$ cat src/rtl/truth_table_sequencer_pkg.sv
// Shared types and constants for the truth-table sequencer.
package truth_table_sequencer_pkg;

    // Sweep controller states
    typedef enum logic [1:0] {
        IDLE  = 2'd0,
        DRIVE = 2'd1,
        DONE  = 2'd2
    } state_t;

    // One vector for each combination of the four inputs
    localparam int NUM_VEC = 16;

endpackage : truth_table_sequencer_pkg

$ cat src/rtl/truth_table_sequencer_vector_counter.sv
// Hold/index counter: keeps each vector on the bus for HOLD cycles, then
// pulses sample_tick on the last hold cycle and advances the vector index.
module vector_counter
    import truth_table_sequencer_pkg::*;
#(
    parameter int HOLD = 4
) (
    input  logic       clk,
    input  logic       rst,
    input  logic       clear,
    input  logic       enable,
    output logic [3:0] index,
    output logic       sample_tick,
    output logic       last_tick
);

    localparam logic [7:0] HOLD_LAST = 8'(HOLD - 1);
    localparam logic [3:0] LAST_VEC  = 4'(NUM_VEC - 1);

    logic [7:0] hold_cnt;

    assign sample_tick = enable && (hold_cnt == HOLD_LAST);
    assign last_tick   = sample_tick && (index == LAST_VEC);

    // Count hold cycles; on the sampling cycle wrap the hold count and step
    // the index, except after the final vector where the index is left alone
    always_ff @(posedge clk) begin
        if (rst || clear) begin
            hold_cnt <= 8'd0;
            index    <= 4'd0;
        end else if (enable) begin
            if (sample_tick) begin
                hold_cnt <= 8'd0;
                if (!last_tick) begin
                    index <= index + 4'd1;
                end
            end else begin
                hold_cnt <= hold_cnt + 8'd1;
            end
        end
    end

endmodule : vector_counter

$ cat src/rtl/truth_table_sequencer.sv
// Exhaustive truth-table sequencer: steps a 4-input unit through all 16
// input vectors, captures its response and compares it to a golden table.
module truth_table_sequencer
    import truth_table_sequencer_pkg::*;
#(
    parameter int HOLD = 4
) (
    input  logic        clk,
    input  logic        rst,
    input  logic        start,
    input  logic [15:0] expected,
    input  logic        f,
    output logic        A,
    output logic        B,
    output logic        C,
    output logic        D,
    output logic        busy,
    output logic        done,
    output logic        pass,
    output logic [15:0] captured,
    output logic [4:0]  err_cnt,
    output logic [3:0]  first_bad
);

    localparam logic [4:0] ERR_MAX = 5'(NUM_VEC);

    state_t     state;
    state_t     next_state;
    logic       start_accept;
    logic [3:0] index;
    logic       sample_tick;
    logic       last_tick;

    // A start is only honoured outside a running sweep
    assign start_accept = start && (state != DRIVE);

    vector_counter #(
        .HOLD (HOLD)
    ) u_vector_counter (
        .clk         (clk),
        .rst         (rst),
        .clear       (start_accept),
        .enable      (state == DRIVE),
        .index       (index),
        .sample_tick (sample_tick),
        .last_tick   (last_tick)
    );

    // State register
    always_ff @(posedge clk) begin
        if (rst) begin
            state <= IDLE;
        end else begin
            state <= next_state;
        end
    end

    // Next-state logic: a sweep ends on the sampling edge of the last vector
    always_comb begin
        next_state = state;
        case (state)
            IDLE:    if (start) next_state = DRIVE;
            DRIVE:   if (last_tick) next_state = DONE;
            DONE:    if (start) next_state = DRIVE;
            default: next_state = IDLE;
        endcase
    end

    // Capture the response and track mismatches on every sampling edge
    always_ff @(posedge clk) begin
        if (rst || start_accept) begin
            captured  <= 16'd0;
            err_cnt   <= 5'd0;
            first_bad <= 4'd0;
        end else if (sample_tick) begin
            captured[index] <= f;
            if (f != expected[index]) begin
                if (err_cnt != ERR_MAX) begin
                    err_cnt <= err_cnt + 5'd1;
                end
                if (err_cnt == 5'd0) begin
                    first_bad <= index;
                end
            end
        end
    end

    assign busy         = (state == DRIVE);
    assign done         = (state == DONE);
    assign {A, B, C, D} = busy ? index : 4'b0000;
    assign pass         = done && (captured == expected);

endmodule : truth_table_sequencer

$ cat config.mk
export PLATFORM = sky130hd
export DESIGN_NAME = truth_table_sequencer
export DESIGN_NICKNAME = d
export VERILOG_FILES = /design/src/rtl/truth_table_sequencer_pkg.sv /design/src/rtl/truth_table_sequencer_vector_counter.sv /design/src/rtl/truth_table_sequencer.sv
export SDC_FILE = /design/constraint.sdc
export NUM_CORES = 1
export LEC_CHECK = 0
export CAP_MARGIN = 40
export CORE_ASPECT_RATIO = 0.6
export CORE_UTILIZATION = 53
export DETAILED_ROUTE_END_ITERATION = 10
export HOLD_SLACK_MARGIN = 0.02
export PLACE_DENSITY = 0.95
export SLEW_MARGIN = 20
export SYNTH_ARGS = -nofsm -noshare
export SYNTH_HDL_FRONTEND = slang
export SYNTH_SLANG_ARGS = --single-unit
$ cat constraint.sdc
create_clock -name clk -period 5 [get_ports clk]
set_clock_uncertainty 0.15 [all_clocks]
set_input_delay 1 -clock clk [delete_from_list [all_inputs] [get_ports clk]]
set_output_delay 1 -clock clk [all_outputs]
set_load 0.02 [all_outputs]
==> results of run 1 <==
==> metal layers <==
metal | wire length [um] | track usage, %
met2 | 2510 | 41.3
met5 | 0 | 0
met4 | 40 | 7.76
met3 | 477 | 7.27
met1 | 2640 | 38.6
==> worst min-delay path, stage by stage, from the launching register on <==
cell     delay, ps
dfxtp_1        320
o21ai_1         70
a21oi_1         70
==> cells by family (layout without fill, tap and decap cells) <==
logic type / Yosys count / count (layout) / synth area share (%)
XOR/XNOR: 25 / 25 / 10.6
buffers and inverters: 20 / 67 / 4.27
adder cells (fa/ha/maj): 7 / 7 / 4.09
AO/OA/AOI/OAI: 29 / 29 / 7.95
multiplexers: 21 / 21 / 13.5
AND/OR/NAND/NOR: 97 / 97 / 23.2
flip-flops: 39 / 39 / 36.5
==> power groups by stage <==
stage / Clock (mW) / Combinational (mW) / Sequential [mW]
2_1_floorplan: 0 / 0.0309 / 0.320
3_3_place_gp: 0 / 0.0518 / 0.320
3_5_place_dp: 0 / 0.0549 / 0.320
4_1_cts: 0.240 / 0.0558 / 0.313
5_1_grt: 0.254 / 0.0603 / 0.313
6_report: 0.238 / 0.0566 / 0.313
==> flip-flops by register name, summed over array words and instances (netlist names) <==
| register | cells |
|---|---|
| u_vector_counter.index | 4 |
| state | 2 |
| first_bad | 4 |
| err_cnt | 5 |
| captured | 16 |
| u_vector_counter.hold_cnt | 8 |
==> layout make-up <==
| class | count | area (um^2) | share of cell area (%) |
|---|---|---|---|
| multi-input cells | 179 | 1270 | 45.8 |
| flip-flops and latches | 39 | 781 | 28.2 |
| repair buffers | 53 | 533 | 19.3 |
| clock buffers | 7 | 96.3 | 3.48 |
| well taps | 47 | 58.8 | 2.13 |
| inverters | 6 | 22.5 | 0.814 |
| clock inverters | 1 | 7.51 | 0.271 |
==> path summary, 6_finish.rpt <==
kind,start,end,cells past startpoint
max reg2reg,u_vector_counter.index[2],err_cnt[3],5
min reg2reg,first_bad[1],first_bad[1],2
max,expected[11],pass,6
min,first_bad[1],first_bad[1],2
==> cell usage in the layout (no fill, tap or decap), types with 2 or more instances in the layout <==
cell             synthesis  final
a21oi_1                 15     15
a21oi_2                  2      2
and2_1                   4      4
and3_1                   3      3
and4_1                   2      2
clkbuf_8                 0      7
clkdlybuf4s50_1          0     51
dfxtp_1                 39     39
ha_1                     7      7
inv_1                    6      6
mux2i_1                 16     16
mux4_1                   4      4
nand2_1                  6      6
nand2b_1                 3      3
nand3_1                 20     20
nand4_1                 14     14
nor2_1                  32     32
nor2b_1                  4      4
nor3_1                   2      2
nor4_1                   3      3
o21ai_1                  5      5
o31ai_1                  3      3
or4_1                    3      3
xnor2_1                 13     13
xor2_1                  11     11
==> impl_metrics.csv, run 1 <==
group,metric,value,unit
timing,whs,348,ps
finish,fin_util,73.5,%
yosys,synthFlopType,"dfxtp_1",
finish,final_cell_count_no_fill,332,
timing,setup_viol,0,
timing,finalCritPeriodShare,80.7,%
floorplan,row_count,17,
finish,nets,311,
route,drt-initial-drc-count,163,
finish,drive_above_1_share,5.26,%
floorplan,dieArea,4300,um^2
yosys,yosys_warnings,0,
yosys,synth_top_area_cell,"dfxtp_1",
placement,dp_hpwl,4010,um
finish,fillers,286,
clock_tree,postCtsSetupRepairBufs,0,
route,drc_errors,3,
finish,design_area,2770,um^2
yosys,synth_common_cells,"dfxtp_1 (39), nor2_1 (32), nand3_1 (20)",
power_and_ir_drop,p_switching,0.144,mW
power_and_ir_drop,leakagePower,1.03,nW
floorplan,initial_core_util,56.8,%
yosys,synthTopCellsByArea,"dfxtp_1 (36%), mux2i_1 (7.5%), nor2_1 (5.6%)",
power_and_ir_drop,power,0.607,mW
power_and_ir_drop,power_density,220,nW/um^2
yosys,synth.most_common_cell,"dfxtp_1",
setup_path,max_stage_delay,650,ps
clock_tree,root_buffer,"clkbuf_8",
clock_tree,post_cts_resized,0,
floorplan,core_area,3760,um^2
clock_tree,htree_levels,2,
setup_path,critical_path.slowest_cell,"clkdlybuf4s50_1",
setup_path,crit_buf_inv,2,
placement,place_ws,979,ps
timing,slew_headroom,47.2,%
clock_tree,cts_hold_buf,0,
floorplan,die_w,84.0,um
setup_path,cp.arrival,2880,ps
clock_tree,cts_buffers,5,
setup_path,critPathRequiredTime,3850,ps
clock_tree,clock-sinks,39,
power_and_ir_drop,ir_worst_vdd,0.000138,V
power_and_ir_drop,power_frac_seq,51.5,%
timing,tightest_slew,780,ps
timing,finalMaxSlewViolations,0,
clock_tree,worstSkewPairLatency,300,ps
yosys,ys_types,34,
grt,antenna_found_initial,0,
grt,grt_pass1_vias,1763,
yosys,syn_area,2140,um^2
flow_run,max_cap_violations,0,
route,viasPerCell,5.90,
finish,syn_to_final_growth,29.3,%
grt,track_usage,27.3,%
route,postRouteAntennaNets,0,
yosys,syn_area_per_cell,8.99,um^2
setup_path,crit_family,"buffers and inverters",
yosys,synth-seq-cells,39,
run_status,violations,"design-rule violations",
floorplan,die_h,51.2,um
timing,fin_tns_setup,0,ps
yosys,synth_edf_count,0,
placement,place_inst,324,
yosys,synth_nets,265,
route,wl_per_cell,17.1,um
finish,n_antenna_cell,0,
clock_tree,cts_tree,"yes",
yosys,yosysSeqAreaShare,36.5,%
power_and_ir_drop,p_clk_share,39.2,%
setup_path,cp-end-kind,"output pin",
power_and_ir_drop,p_sw_share,23.6,%
placement,globalplace.congestion,0.818,
grt,grt_max_degree,29,
floorplan,ioPinCount,52,
yosys,netlist.area_leader.share,36.5,%
route,firstDrtPassIters,8,
setup_path,path_cells,"clkdlybuf4s50_1 -> xor2_1 -> nor4_1 -> nand4_1 -> nor4_1 -> clkdlybuf4s50_1",
power_and_ir_drop,pwr-share-comb,9.3,%
run_status,status,"complete, but fails checks",
clock_tree,clkTransAtPathRegs,80,ps
placement,port_buffers,51,
route,routed_wl,5670,um
grt,grt.overflow.total,0,
yosys,synthArstFlopShare,0,%
yosys,syn_inst,238,
hold_path,hold_class,"reg -> reg",
timing,rsz0062_at_grt,"false",
setup_path,r2r_setup_slack,1860,ps
placement,dpl_cell_area,2660,um^2
timing,setup_ws,965,ps
setup_path,crit_path_start_kind,"primary input",
route,vias,1959,
setup_path,critical_path_class,"in -> out",
timing,period_needed,4030,ps
power_and_ir_drop,intPower,0.464,mW
clock_tree,ctsLongestPathBuffers,2,
setup_path,cp_max_fo,2,
timing,max_clock_freq,248,MHz
grt,grt_first_pass_wirelength,8890,um
timing,finalHoldViolCount,0,
Note: power is estimated with default switching activity, not from simulation.
==> run 2, diff against run 1 <==
CORE_UTILIZATION = 49   (was 53)
PLACE_DENSITY = 0.9   (was 0.95)
clock period = 4.19 ns   (was 5 ns; I/O delays follow)
==> run 2 against run 1 <==
  * The flow now finishes without violations
  * Largest cell class unchanged
  * First-iteration DRC count is 13% higher
  * Register-to-register slack worse by 560 ps
  * Critical endpoint unchanged
  * Combinational power is 18% higher
  * Utilization is 6.9 points lower
==> impl_metrics.csv, run 2 (same netlist as run 1, synthesis figures left out) <==
group,metric,value,unit
finish,largest_reg_flops,16,
route,drc_errors,0,
power_and_ir_drop,power_density,247,nW/um^2
finish,top_register,"captured",
placement,dp_hpwl,4220,um
clock_tree,clock-sinks,39,
grt,grt_pass1_vias,1692,
route,drt-initial-drc-count,185,
power_and_ir_drop,intPower,0.520,mW
setup_path,cp_max_fo,2,
power_and_ir_drop,p_clk_share,35.5,%
setup_path,crit_family,"buffers and inverters",
placement,place_ws,405,ps
route,postRouteAntennaNets,0,
route,wl_per_cell,16.5,um
clock_tree,cts_tree,"yes",
finish,n_antenna_cell,0,
finish,syn_to_final_growth,29.0,%
power_and_ir_drop,power,0.683,mW
flow_run,max_cap_violations,0,
clock_tree,post_cts_resized,0,
floorplan,die_h,53.2,um
grt,grt.overflow.total,0,
power_and_ir_drop,pwr-share-comb,9.8,%
floorplan,initial_core_util,51.6,%
clock_tree,cts_buffers,5,
timing,whs,335,ps
finish,drive_above_1_share,4.90,%
clock_tree,postCtsSetupRepairBufs,0,
timing,slew_headroom,45.6,%
setup_path,critical_path.slowest_cell,"clkdlybuf4s50_1",
grt,grt_max_degree,34,
route,routed_wl,5700,um
clock_tree,clkTransAtPathRegs,70,ps
hold_path,hold_class,"reg -> reg",
timing,setup_viol,0,
timing,finalMaxSlewViolations,0,
floorplan,row_count,18,
grt,antenna_found_initial,0,
finish,layout_common_cells,"clkdlybuf4s50_1 (51), dfxtp_1 (39), nor2_1 (32)",
setup_path,crit_buf_inv,2,
floorplan,core_area,4140,um^2
run_status,status,"finished, final reports clean",
setup_path,critPathRequiredTime,3200,ps
timing,rsz0062_at_grt,"false",
timing,fin_tns_setup,0,ps
grt,grt_first_pass_wirelength,8710,um
floorplan,dieArea,4640,um^2
finish,reg_top3,"captured x16, u_vector_counter.hold_cnt x8, err_cnt x5",
placement,globalplace.congestion,0.814,
timing,tightest_slew,805,ps
route,viasPerCell,5.67,
timing,finalHoldViolCount,0,
route,firstDrtPassIters,4,
setup_path,cp-end-kind,"output pin",
floorplan,ioPinCount,52,
finish,nets,312,
clock_tree,root_buffer,"clkbuf_8",
placement,port_buffers,51,
route,vias,1961,
power_and_ir_drop,p_switching,0.163,mW
setup_path,critical_path_class,"in -> out",
power_and_ir_drop,leakagePower,1.03,nW
clock_tree,htree_levels,2,
setup_path,cp.arrival,2830,ps
timing,max_clock_freq,262,MHz
timing,finalCritPeriodShare,91.1,%
power_and_ir_drop,ir_worst_vdd,0.000184,V
finish,fin_util,66.6,%
timing,period_needed,3820,ps
timing,setup_ws,372,ps
setup_path,crit_path_start_kind,"primary input",
grt,track_usage,25.5,%
clock_tree,worstSkewPairLatency,290,ps
setup_path,max_stage_delay,650,ps
finish,final_common_cell,"clkdlybuf4s50_1",
clock_tree,cts_hold_buf,0,
clock_tree,ctsLongestPathBuffers,2,
floorplan,die_w,87.3,um
power_and_ir_drop,p_sw_share,23.8,%
setup_path,path_cells,"clkdlybuf4s50_1 -> xor2_1 -> nor4_1 -> nand4_1 -> nor4_1 -> clkdlybuf4s50_1",
power_and_ir_drop,power_frac_seq,54.7,%
[run 2: changes by cell type in the layout (fill, tap and decap cells not counted), sizes merged]
cell	before	now
buf	2	3
clkinv	0	1
clkinvlp	1	0
[run 2: routing by layer]
metal  routed length [um]  global-route usage [%]  vias to the layer above
met5                    0                       0                        -
li1                     -                       -                      946
met2                 2470                    37.1                       84
met4                   23                    4.92                        0
met1                 2720                    38.1                      927
met3                  482                    5.77                        4
[run 2: worst min-delay path: cells and delay by family (launching register included)]
family	cells	cell delay, ps
AOI/OAI and AO/OA	2	130
DFF	1	310
[run 2: metrics by stage]
step                      area [um^2]  std cells
after global routing             2760        346
final                            2760        346
after global placement           2680        338
after CTS                        2760        346
after floorplan                  2140        238
after detailed placement         2680        338
[run 2: final timing paths]
| check | startpoint | to | slack, ps | depth (start not counted) |
|---|---|---|---|---|
| worst max-delay path | expected[11] | pass | 370 | 6 |
| worst min-delay path | first_bad[0] | first_bad[0] | 330 | 2 |
| worst max register to register | u_vector_counter.index[3] | err_cnt[3] | 1300 | 5 |
| worst min register to register | first_bad[0] | first_bad[0] | 330 | 2 |
[run 2: power groups by stage]
| stage | Sequential [mW] | Clock (mW) | Combinational, mW |
|---|---|---|---|
| 6_report | 0.374 | 0.242 | 0.0668 |
| 2_1_floorplan | 0.382 | 0 | 0.0369 |
| 5_1_grt | 0.374 | 0.265 | 0.0711 |
| 3_3_place_gp | 0.382 | 0 | 0.0637 |
| 3_5_place_dp | 0.382 | 0 | 0.0654 |
| 4_1_cts | 0.374 | 0.247 | 0.0655 |
[run 2: layout make-up]
| class | instances | area [um^2] |
|---|---|---|
| multi-input combinational | 179 | 1270 |
| tap | 60 | 75.1 |
| sequential | 39 | 781 |
| clock buffer | 7 | 76.3 |
| fill | 337 | 1380 |
| timing repair buffer | 54 | 533 |
| clock inverter | 1 | 5.00 |
| inverter | 6 | 22.5 |
==> run 3, diff against run 2 <==
CORE_ASPECT_RATIO = 0.7   (was 0.6)
==> run 3 against run 2 <==
  * Utilization grew 1.6 points
  * Critical path depth is the same
  * Combinational power is 2% lower
  * Non-clock buffer count up 1
  * Sequential share of layout area hardly changed
  * Die area about the same
  * Clock-buffer cell count unchanged
  * Hold slack improved by 16 ps
  * Maximum frequency is essentially flat
  * Largest cell class unchanged
==> impl_metrics.csv, run 3 (same netlist as run 1, synthesis figures left out) <==
group,metric,value,unit
run_status,status,"finished, final reports clean",
timing,tightest_slew,773,ps
timing,slew_headroom,47.7,%
power_and_ir_drop,leakagePower,1.03,nW
finish,layout_common_cells,"clkdlybuf4s50_1 (51), dfxtp_1 (39), nor2_1 (32)",
setup_path,crit_family,"buffers and inverters",
timing,rsz0062_at_grt,"false",
clock_tree,clkTransAtPathRegs,70,ps
route,viasPerCell,5.68,
placement,globalplace.congestion,0.811,
placement,place_ws,377,ps
timing,fin_tns_setup,0,ps
grt,grt_pass1_vias,1680,
timing,whs,351,ps
finish,fin_util,68.2,%
finish,top_register,"captured",
clock_tree,clock-sinks,39,
clock_tree,cts_buffers,5,
floorplan,dieArea,4640,um^2
clock_tree,htree_levels,2,
setup_path,max_stage_delay,650,ps
grt,grt_first_pass_wirelength,8540,um
power_and_ir_drop,power,0.682,mW
setup_path,path_cells,"clkdlybuf4s50_1 -> xor2_1 -> nor4_1 -> nand4_1 -> nor4_1 -> clkdlybuf4s50_1",
route,routed_wl,5380,um
placement,dpl_cell_area,2680,um^2
grt,grt_max_degree,34,
route,wl_per_cell,15.9,um
clock_tree,ctsLongestPathBuffers,2,
floorplan,ioPinCount,52,
finish,fillers,329,
clock_tree,root_buffer,"clkbuf_8",
timing,finalHoldViolCount,0,
setup_path,critical_path.slowest_cell,"clkdlybuf4s50_1",
route,drt-initial-drc-count,127,
grt,track_usage,25.6,%
timing,finalCritPeriodShare,91.1,%
power_and_ir_drop,ir_worst_vdd,0.000314,V
floorplan,initial_core_util,52.9,%
floorplan,row_count,19,
finish,nets,313,
setup_path,critical_path_class,"in -> out",
timing,setup_viol,0,
finish,largest_reg_flops,16,
setup_path,cp-end-kind,"output pin",
grt,antenna_found_initial,0,
setup_path,critPathRequiredTime,3200,ps
finish,design_area,2760,um^2
flow_run,max_cap_violations,0,
setup_path,cp_max_fo,2,
timing,setup_ws,371,ps
power_and_ir_drop,power_density,247,nW/um^2
setup_path,crit_buf_inv,2,
finish,final_cell_count_no_fill,339,
clock_tree,worstSkewPairLatency,300,ps
finish,reg_top3,"captured x16, u_vector_counter.hold_cnt x8, err_cnt x5",
route,drc_errors,0,
route,vias,1924,
floorplan,core_area,4040,um^2
timing,finalMaxSlewViolations,0,
grt,grt.overflow.total,0,
timing,max_clock_freq,262,MHz
finish,final_common_cell,"clkdlybuf4s50_1",
finish,n_antenna_cell,0,
finish,syn_to_final_growth,28.9,%
placement,place_inst,331,
placement,dp_hpwl,4070,um
placement,port_buffers,51,
clock_tree,cts_hold_buf,0,
clock_tree,post_cts_resized,0,
setup_path,cp.arrival,2830,ps
route,postRouteAntennaNets,0,
clock_tree,postCtsSetupRepairBufs,0,
floorplan,die_h,57.3,um
route,firstDrtPassIters,4,
finish,drive_above_1_share,5.23,%
setup_path,crit_path_start_kind,"primary input",
clock_tree,cts_tree,"yes",
floorplan,die_w,81.0,um
hold_path,hold_class,"reg -> reg",
timing,period_needed,3820,ps
-- run 3: changes by cell type in the layout (fill, tap and decap cells not counted), sizes merged --
cell	before	now
buf	3	4
-- run 3: worst register-to-register path, stage by stage (launching register included) --
cell and delay (ps):
dfxtp_1 680, mux4_1 390, mux4_2 550, xnor2_2 270, or4_1 570, a21oi_2 140
-- run 3: report_power, final --
group          switching, mW  internal, mW
logic                 0.0340        0.0316
clock network          0.126         0.117
registers            0.00169         0.372
total                  0.162         0.520
-- run 3: layout make-up --
type	count	area (um^2)	share of cell area (%)
multi-input cells	179	1270	46.0
clock inverters	1	5.00	0.181
flip-flops and latches	39	781	28.3
repair buffers	55	541	19.6
inverters	6	22.5	0.817
clock buffers	7	76.3	2.77
well taps	52	65.1	2.36
-- run 3: worst paths after layout --
path,start,to,slack (ps),cells past startpoint
worst min register to register,first_bad[1],first_bad[1],350,2
worst min-delay path,first_bad[1],first_bad[1],350,2
worst max register to register,u_vector_counter.index[3],err_cnt[3],1380,5
worst max-delay path,expected[0],pass,370,6
-- run 3: metal layers --
| layer | share of wire (%) | routed length [um] | up-vias | track usage (%) |
|---|---|---|---|---|
| met4 | 3.0 | 161 | 0 | 10.7 |
| li1 | - | - | 946 | - |
| met5 | 0 | 0 | - | 0 |
| met3 | 7.1 | 382 | 13 | 9.28 |
| met1 | 47 | 2510 | 900 | 36.3 |
| met2 | 43 | 2320 | 65 | 34.8 |
